==> config.mk <==
export PLATFORM = sky130hd
export DESIGN_NAME = clk_div_ctrl
export DESIGN_NICKNAME = d
export VERILOG_FILES = /design/src/rtl/clk_div_ctrl_pkg.sv /design/src/rtl/clk_div_ctrl.sv
export SDC_FILE = /design/constraint.sdc
export NUM_CORES = 1
export LEC_CHECK = 0
export ABC_AREA = 1
export BUFFER_PORTS_ARGS = -buffer_cell sky130_fd_sc_hd__buf_2
export CAP_MARGIN = 0
export CORE_MARGIN = 2
export CORE_UTILIZATION = 45
export CTS_BUF_LIST = sky130_fd_sc_hd__clkbuf_4 sky130_fd_sc_hd__clkbuf_8 sky130_fd_sc_hd__clkbuf_16
export CTS_CLUSTER_SIZE = 28
export DETAILED_ROUTE_END_ITERATION = 16
export PLACE_DENSITY_LB_ADDON = 0.08
export REMOVE_ABC_BUFFERS = 1
export SLEW_MARGIN = 40
export SYNTH_ARGS = -nofsm -noshare
export SYNTH_HDL_FRONTEND = slang
export SYNTH_SLANG_ARGS = --single-unit
==> constraint.sdc <==
create_clock -name i_ref_clk -period 1.6 [get_ports i_ref_clk]
set_input_delay 0 -clock i_ref_clk [delete_from_list [all_inputs] [get_ports i_ref_clk]]
set_output_delay 0 -clock i_ref_clk [all_outputs]
set_load 0.01 [all_outputs]
==> src/rtl/clk_div_ctrl_pkg.sv <==
// Shared types and helpers for the UART ClkDiv configuration sequencer.
package clk_div_ctrl_pkg;

  localparam int unsigned DIV_RATIO = 8;
  localparam int unsigned PRESC_W   = 6;

  localparam logic [PRESC_W-1:0] PRESC_32 = 6'd32;
  localparam logic [PRESC_W-1:0] PRESC_16 = 6'd16;
  localparam logic [PRESC_W-1:0] PRESC_8  = 6'd8;

  typedef enum logic [2:0] {
    STARTUP,
    RUN,
    DRAIN,
    GATE_PRE,
    GATE_POST
  } div_ctrl_state_e;

  typedef struct packed {
    logic                 legal;
    logic [DIV_RATIO-1:0] ratio;
  } rx_div_t;

  // RX ClkDiv ratio is 32/prescale; anything outside {32,16,8} is flagged illegal.
  function automatic rx_div_t presc_to_rx_div(input logic [PRESC_W-1:0] presc);
    rx_div_t r;
    r = '0;
    case (presc)
      PRESC_32: r = '{legal: 1'b1, ratio: DIV_RATIO'(1)};
      PRESC_16: r = '{legal: 1'b1, ratio: DIV_RATIO'(2)};
      PRESC_8:  r = '{legal: 1'b1, ratio: DIV_RATIO'(4)};
      default:  r = '0;
    endcase
    return r;
  endfunction

endpackage

==> src/rtl/clk_div_ctrl.sv <==
// Sequences baud-ratio changes into the TX/RX ClkDiv instances so a ratio
// never changes while a divider is enabled.
module clk_div_ctrl
  import clk_div_ctrl_pkg::*;
#(
  parameter int unsigned DIV_W       = DIV_RATIO,
  parameter int unsigned GATE_CYCLES = 4,
  parameter int unsigned DRAIN_TMO   = 1024,
  parameter int unsigned DEF_TX_DIV  = 8,
  parameter int unsigned DEF_PRESC   = 32
) (
  input  logic               i_ref_clk,
  input  logic               i_rst_n,
  input  logic               i_cfg_valid,
  output logic               o_cfg_ready,
  input  logic [DIV_W-1:0]   i_cfg_div,
  input  logic [PRESC_W-1:0] i_cfg_presc,
  input  logic               i_tx_busy,
  input  logic               i_rx_busy,
  output logic [DIV_W-1:0]   o_tx_div_ratio,
  output logic [DIV_W-1:0]   o_rx_div_ratio,
  output logic               o_tx_clk_en,
  output logic               o_rx_clk_en,
  output logic               o_cfg_done,
  output logic               o_cfg_err
);

  localparam int unsigned GCNT_W = $clog2(GATE_CYCLES + 1);
  localparam int unsigned DCNT_W = $clog2(DRAIN_TMO + 1);

  localparam rx_div_t          DEF_RX_D = presc_to_rx_div(PRESC_W'(DEF_PRESC));
  localparam logic [DIV_W-1:0] DEF_RX   = DIV_W'(DEF_RX_D.ratio);
  localparam logic [DIV_W-1:0] DEF_TX   = DIV_W'(DEF_TX_DIV);

  localparam logic [GCNT_W-1:0] GATE_LAST  = GCNT_W'(GATE_CYCLES - 1);
  localparam logic [DCNT_W-1:0] DRAIN_LAST = DCNT_W'(DRAIN_TMO - 1);

  div_ctrl_state_e   state;
  logic              clk_en;
  logic              done;
  logic              err;
  logic [DIV_W-1:0]  tx_ratio;
  logic [DIV_W-1:0]  rx_ratio;
  logic [DIV_W-1:0]  shadow_tx;
  logic [DIV_W-1:0]  shadow_rx;
  logic [GCNT_W-1:0] gate_cnt;
  logic [DCNT_W-1:0] drain_cnt;

  rx_div_t req_rx;
  logic    req_legal;
  logic    uart_idle;

  assign req_rx    = presc_to_rx_div(i_cfg_presc);
  assign req_legal = req_rx.legal & (i_cfg_div != '0);
  assign uart_idle = ~i_tx_busy & ~i_rx_busy;

  assign o_cfg_ready    = (state == RUN);
  assign o_tx_div_ratio = tx_ratio;
  assign o_rx_div_ratio = rx_ratio;
  assign o_tx_clk_en    = clk_en;
  assign o_rx_clk_en    = clk_en;
  assign o_cfg_done     = done;
  assign o_cfg_err      = err;

  // Sequencer: both dividers share one enable, so they are always gated together.
  always_ff @(posedge i_ref_clk or negedge i_rst_n) begin
    if (!i_rst_n) begin
      state     <= STARTUP;
      clk_en    <= 1'b0;
      done      <= 1'b0;
      err       <= 1'b0;
      tx_ratio  <= DEF_TX;
      rx_ratio  <= DEF_RX;
      shadow_tx <= '0;
      shadow_rx <= '0;
      gate_cnt  <= '0;
      drain_cnt <= '0;
    end else begin
      done <= 1'b0;
      err  <= 1'b0;
      case (state)
        STARTUP: begin
          state     <= RUN;
          clk_en    <= 1'b1;
          gate_cnt  <= '0;
          drain_cnt <= '0;
        end
        RUN: begin
          if (i_cfg_valid) begin
            if (!req_legal) begin
              done <= 1'b1;
              err  <= 1'b1;
            end else begin
              shadow_tx <= i_cfg_div;
              shadow_rx <= DIV_W'(req_rx.ratio);
              drain_cnt <= '0;
              state     <= DRAIN;
            end
          end
        end
        // Idle is checked before the timeout so a late idle still applies the request.
        DRAIN: begin
          if (uart_idle) begin
            clk_en   <= 1'b0;
            gate_cnt <= '0;
            state    <= GATE_PRE;
          end else if (drain_cnt == DRAIN_LAST) begin
            done  <= 1'b1;
            err   <= 1'b1;
            state <= RUN;
          end else begin
            drain_cnt <= drain_cnt + DCNT_W'(1);
          end
        end
        GATE_PRE: begin
          if (gate_cnt == GATE_LAST) begin
            tx_ratio <= shadow_tx;
            rx_ratio <= shadow_rx;
            gate_cnt <= '0;
            state    <= GATE_POST;
          end else begin
            gate_cnt <= gate_cnt + GCNT_W'(1);
          end
        end
        GATE_POST: begin
          if (gate_cnt == GATE_LAST) begin
            clk_en    <= 1'b1;
            done      <= 1'b1;
            drain_cnt <= '0;
            state     <= RUN;
          end else begin
            gate_cnt <= gate_cnt + GCNT_W'(1);
          end
        end
        default: begin
          clk_en <= 1'b0;
          state  <= STARTUP;
        end
      endcase
    end
  end

endmodule

==> summary.md <==
| Metric | Value |
|---|---|
| Area contributors post-synth | dfrtp_1, nand2_1, mux2_2, inv_1, nand3_1 |
| H-Tree Depth | 2 |
| Count of max-cap constraint violations | 0 |
| Status | complete, no violations |
| Share of power burned in the clock network | 26.3% |
| Synthesized instance count | 251 |
| Total clock buffers created by CTS | 5 |
| First-pass GRT wire length | 7527 um |
| #FFs+latches synth | 42 |
| Detailed-route wire length | 4302 um |
| Cell at the root of the clock tree | clkbuf_8 |
| Maximum clock frequency | 668.2 MHz |
| Switching Share | 34.13% |
| Net switching power of the design | 1.154 mW |
| Final net count | 337 |
| Proportion of power drawn by flip-flops and latches | 40.7% |
| Clock-pin slew on the worst setup and hold paths | 0.08 ns |
| Initial antenna violation count | 0 |
| Filler cell count | 447 |
| Avg Cell Area, Syn | 8.669 um2 |
| Worst slew margin | 64.81% |
| Num Clock Sinks | 42 |
| Post-synthesis cell area | 2176 um2 |
| Placeable core region | 4692 um2 |
| Share of async-settable or async-resettable flops after synthesis | 100.0% |
| Power per cell area | 1218 nW/um2 |
| Overall die area | 5407 um2 |
| Critical Path End Type | flip-flop |
| Final Max Tran Viols | 0 |
| Final weighted congestion in routability-driven placement | 0.7720 |
| Data arrival, critical path | 1.68 ns |
| Inst Count DP | 345 |
| Kind of path behind the tightest hold check | primary input to flip-flop |
| Final clock skew | 0.004658 ns |
| Required time at the endpoint of the critical path | 1.78 ns |
| Initial core utilization | 46.37% |
| Area share of the leading cell type in the synthesized netlist | 46.00% |
| Remaining Overflow, GRT | 0 |
| Count of inserted antenna diode cells | 0 |
| Most instantiated flip-flop cell in the synthesis netlist | dfrtp_1 |
| EDFF count, synth | 0 |
| Via-per-instance ratio | 4.808 |
| Start-to-end type of the worst setup path | flip-flop to flip-flop |
| Internal Pwr Total | 2.227 mW |
| TritonCTS clock tree | built |
| Cell with the most instances after synthesis | nand2_1 |
| Transition at the pin with the smallest max-transition slack | 0.5278 ns |
| Vias after detailed routing | 1774 |
| All-Layer GR Usage | 17.85% |
| Reg2reg setup slack | 0.10 ns |
| Final setup violation count | 0 |
| Minimum period implied by the final worst setup slack | 1.497 ns |
| Height of the die | 73.54 um |
| Portion of the post-synthesis area used by sequential elements | 48.42% |
| Area used by multi-input combinational logic | 996.0 um2 |
| Synthesis warning total | 0 |
| Crit path launch type | flip-flop |
| Synth area leader | dfrtp_1 |
| DRT antenna net count | 0 |
| Combinational share of power | 33.1% |
| Area growth from synthesis to layout | 27.54% |
| Number of different library cells in the post-synthesis netlist | 31 |
| Count of buffers inserted at the top-level ports | 34 |
| Drt drc | 0 |
| Skew-Pair Late Insertion Delay | 0.29 ns |
| Worst Hold Slack | 0.02298 ns |
| Number of search-and-repair iterations in the first detailed-routing pass | 4 |
| Layout Cells excl Fill | 369 |
| IR drop worst, VDD | 0.6010 mV |
| Largest fanout of any net on the critical path | 6 |
| Period utilisation layout | 93.54% |
| Fraction of final layout cells with drive strength greater than 1 | 35.56% |
| Number of endpoints with negative hold slack in the final report | 0 |
| Most frequent cells after synthesis | nand2_1, dfrtp_1, inv_1 |
| Largest net degree at the start of global routing | 43 |
| Vias in the first global route | 1713 |
| Leak pwr | 1.522 nW |
| Total number of placement rows | 25 |
| Horizontal extent of the die | 73.54 um |
| Seq. cell area | 1056 um2 |
| WL per Instance | 11.66 um |
| Buffer levels on the longest clock path | 2 |
| Violation count after the first detailed-route iteration | 93 |
| Half-perimeter wire length after detailed placement | 2846 um |
| # IOs | 40 |
| RSZ-0062 raised after global routing | yes |
-- cells by family after synthesis --
family                   Yosys count  synth area share [%]
AO/OA/AOI/OAI                     24                 7.245
XOR/XNOR                           4                 1.610
adder cells (fa/ha/maj)            4                 2.300
buffers and inverters             43                 9.890
flip-flops                        42                 48.42
multiplexers                      11                 5.693
other                              1                0.1723
AND/OR/NAND/NOR                  122                 24.67
-- power groups by stage --
stage / Clock, mW / Sequential [mW] / Combinational [mW]
after global routing: 0.954 / 1.40 / 1.26
after floorplan: 0 / 1.39 / 0.602
after detailed placement: 0 / 1.39 / 0.912
after global placement: 0 / 1.39 / 0.903
after CTS: 0.919 / 1.37 / 0.948
final: 0.888 / 1.37 / 1.12
-- repair_timing --
| item | in CTS | in global routing |
|---|---|---|
| endpoints found under the hold margin | 48 | 0 |
| hold buffers | 9 | 0 |
| resized for setup | 1 | 18 |
| gates cloned | 0 | 1 |
| setup buffers | 0 | 6 |
| pin swaps | 0 | 5 |
| setup endpoints to repair | 11 | 33 |
-- state kept, by name, summed over array words and instances (netlist names) --
signal / flops
shadow_tx: 8
o_rx_div_ratio: 3
shadow_rx: 3
o_tx_div_ratio: 8
o_rx_clk_en: 1
o_cfg_done: 1
drain_cnt: 11
o_cfg_err: 1
state: 3
gate_cnt: 3
-- stage by stage --
stage,setup TNS (ns),total power [mW],area [um2],setup WS [ns],utilization (%)
2_1_floorplan,0,1.993,2096,0.06342,-
3_3_place_gp,0,2.289,2444,0.02149,52.08
3_5_place_dp,-0.08164,2.301,2444,-0.01655,52.08
4_1_cts,0,3.237,2659,0.003546,56.67
5_1_grt,-0.02607,3.606,2775,-0.006746,59.15
6_report,0,3.381,2775,0.1034,59.15
-- layout by cell type, fill, tap and decap left out, types with 3 or more instances in the layout --
cell / synthesis / layout
inv_2: 5 / 7
inv_1: 27 / 25
nand3_1: 12 / 10
nor2_1: 14 / 13
o21ai_0: 6 / 6
dlygate4sd3_1: 0 / 9
clkbuf_8: 0 / 6
buf_2: 1 / 34
conb_1: 1 / 5
nand2_1: 78 / 73
mux2_2: 11 / 11
dfrtp_1: 40 / 38
nand2_2: 3 / 7
o21ai_1: 7 / 7
nand3_2: 3 / 5
nand4_1: 3 / 3
buf_4: 6 / 18
o21ai_2: 5 / 5
nor3_1: 3 / 3
-- per-layer routing --
layer / global-route usage [%] / part of all wire, % / vias up
met5: 0 / 0 / -
met4: 6.465 / 1.5 / 0
met3: 4.801 / 4.4 / 7
met2: 28.77 / 47 / 41
met1: 23.04 / 47 / 816
li1: - / - / 910
-- area by class of cell --
type                            count  area share (%)
Clock buffer                        7           3.246
Clock inverter                      1           1.082
Inverter                           32           4.328
Multi-Input combinational cell    171           35.89
Sequential cell                    42           38.05
Tap cell                           54           2.435
Timing Repair Buffer               62           14.97
-- critical path, cell delays in order (launching register included) --
cell	delay, ns
dfrtp_1	0.41
ha_4	0.17
ha_4	0.13
inv_2	0.04
nand3_2	0.08
nand2_2	0.07
nor2_1	0.09
nand2_1	0.06
inv_2	0.12
nand2_4	0.11
nand2_2	0.07
nand2_1	0.04
-- worst paths after layout --
path                                          start                        to  cells past startpoint
min in group asynchronous                   i_rst_n   o_rx_clk_en$_DFFE_PN0P_                      3
max in group asynchronous                   i_rst_n      state[2]$_DFFE_PN0P_                      3
hold reg to reg            shadow_tx[2]$_DFFE_PN0P_  shadow_tx[2]$_DFFE_PN0P_                      2
setup / recovery            gate_cnt[1]$_DFFE_PN0P_  drain_cnt[9]$_DFFE_PN0P_                     11
setup reg to reg            gate_cnt[1]$_DFFE_PN0P_  drain_cnt[9]$_DFFE_PN0P_                     11
hold / removal                       i_cfg_presc[2]  shadow_rx[2]$_DFFE_PN0P_                      4
Power figures use the tool's default switching activity.
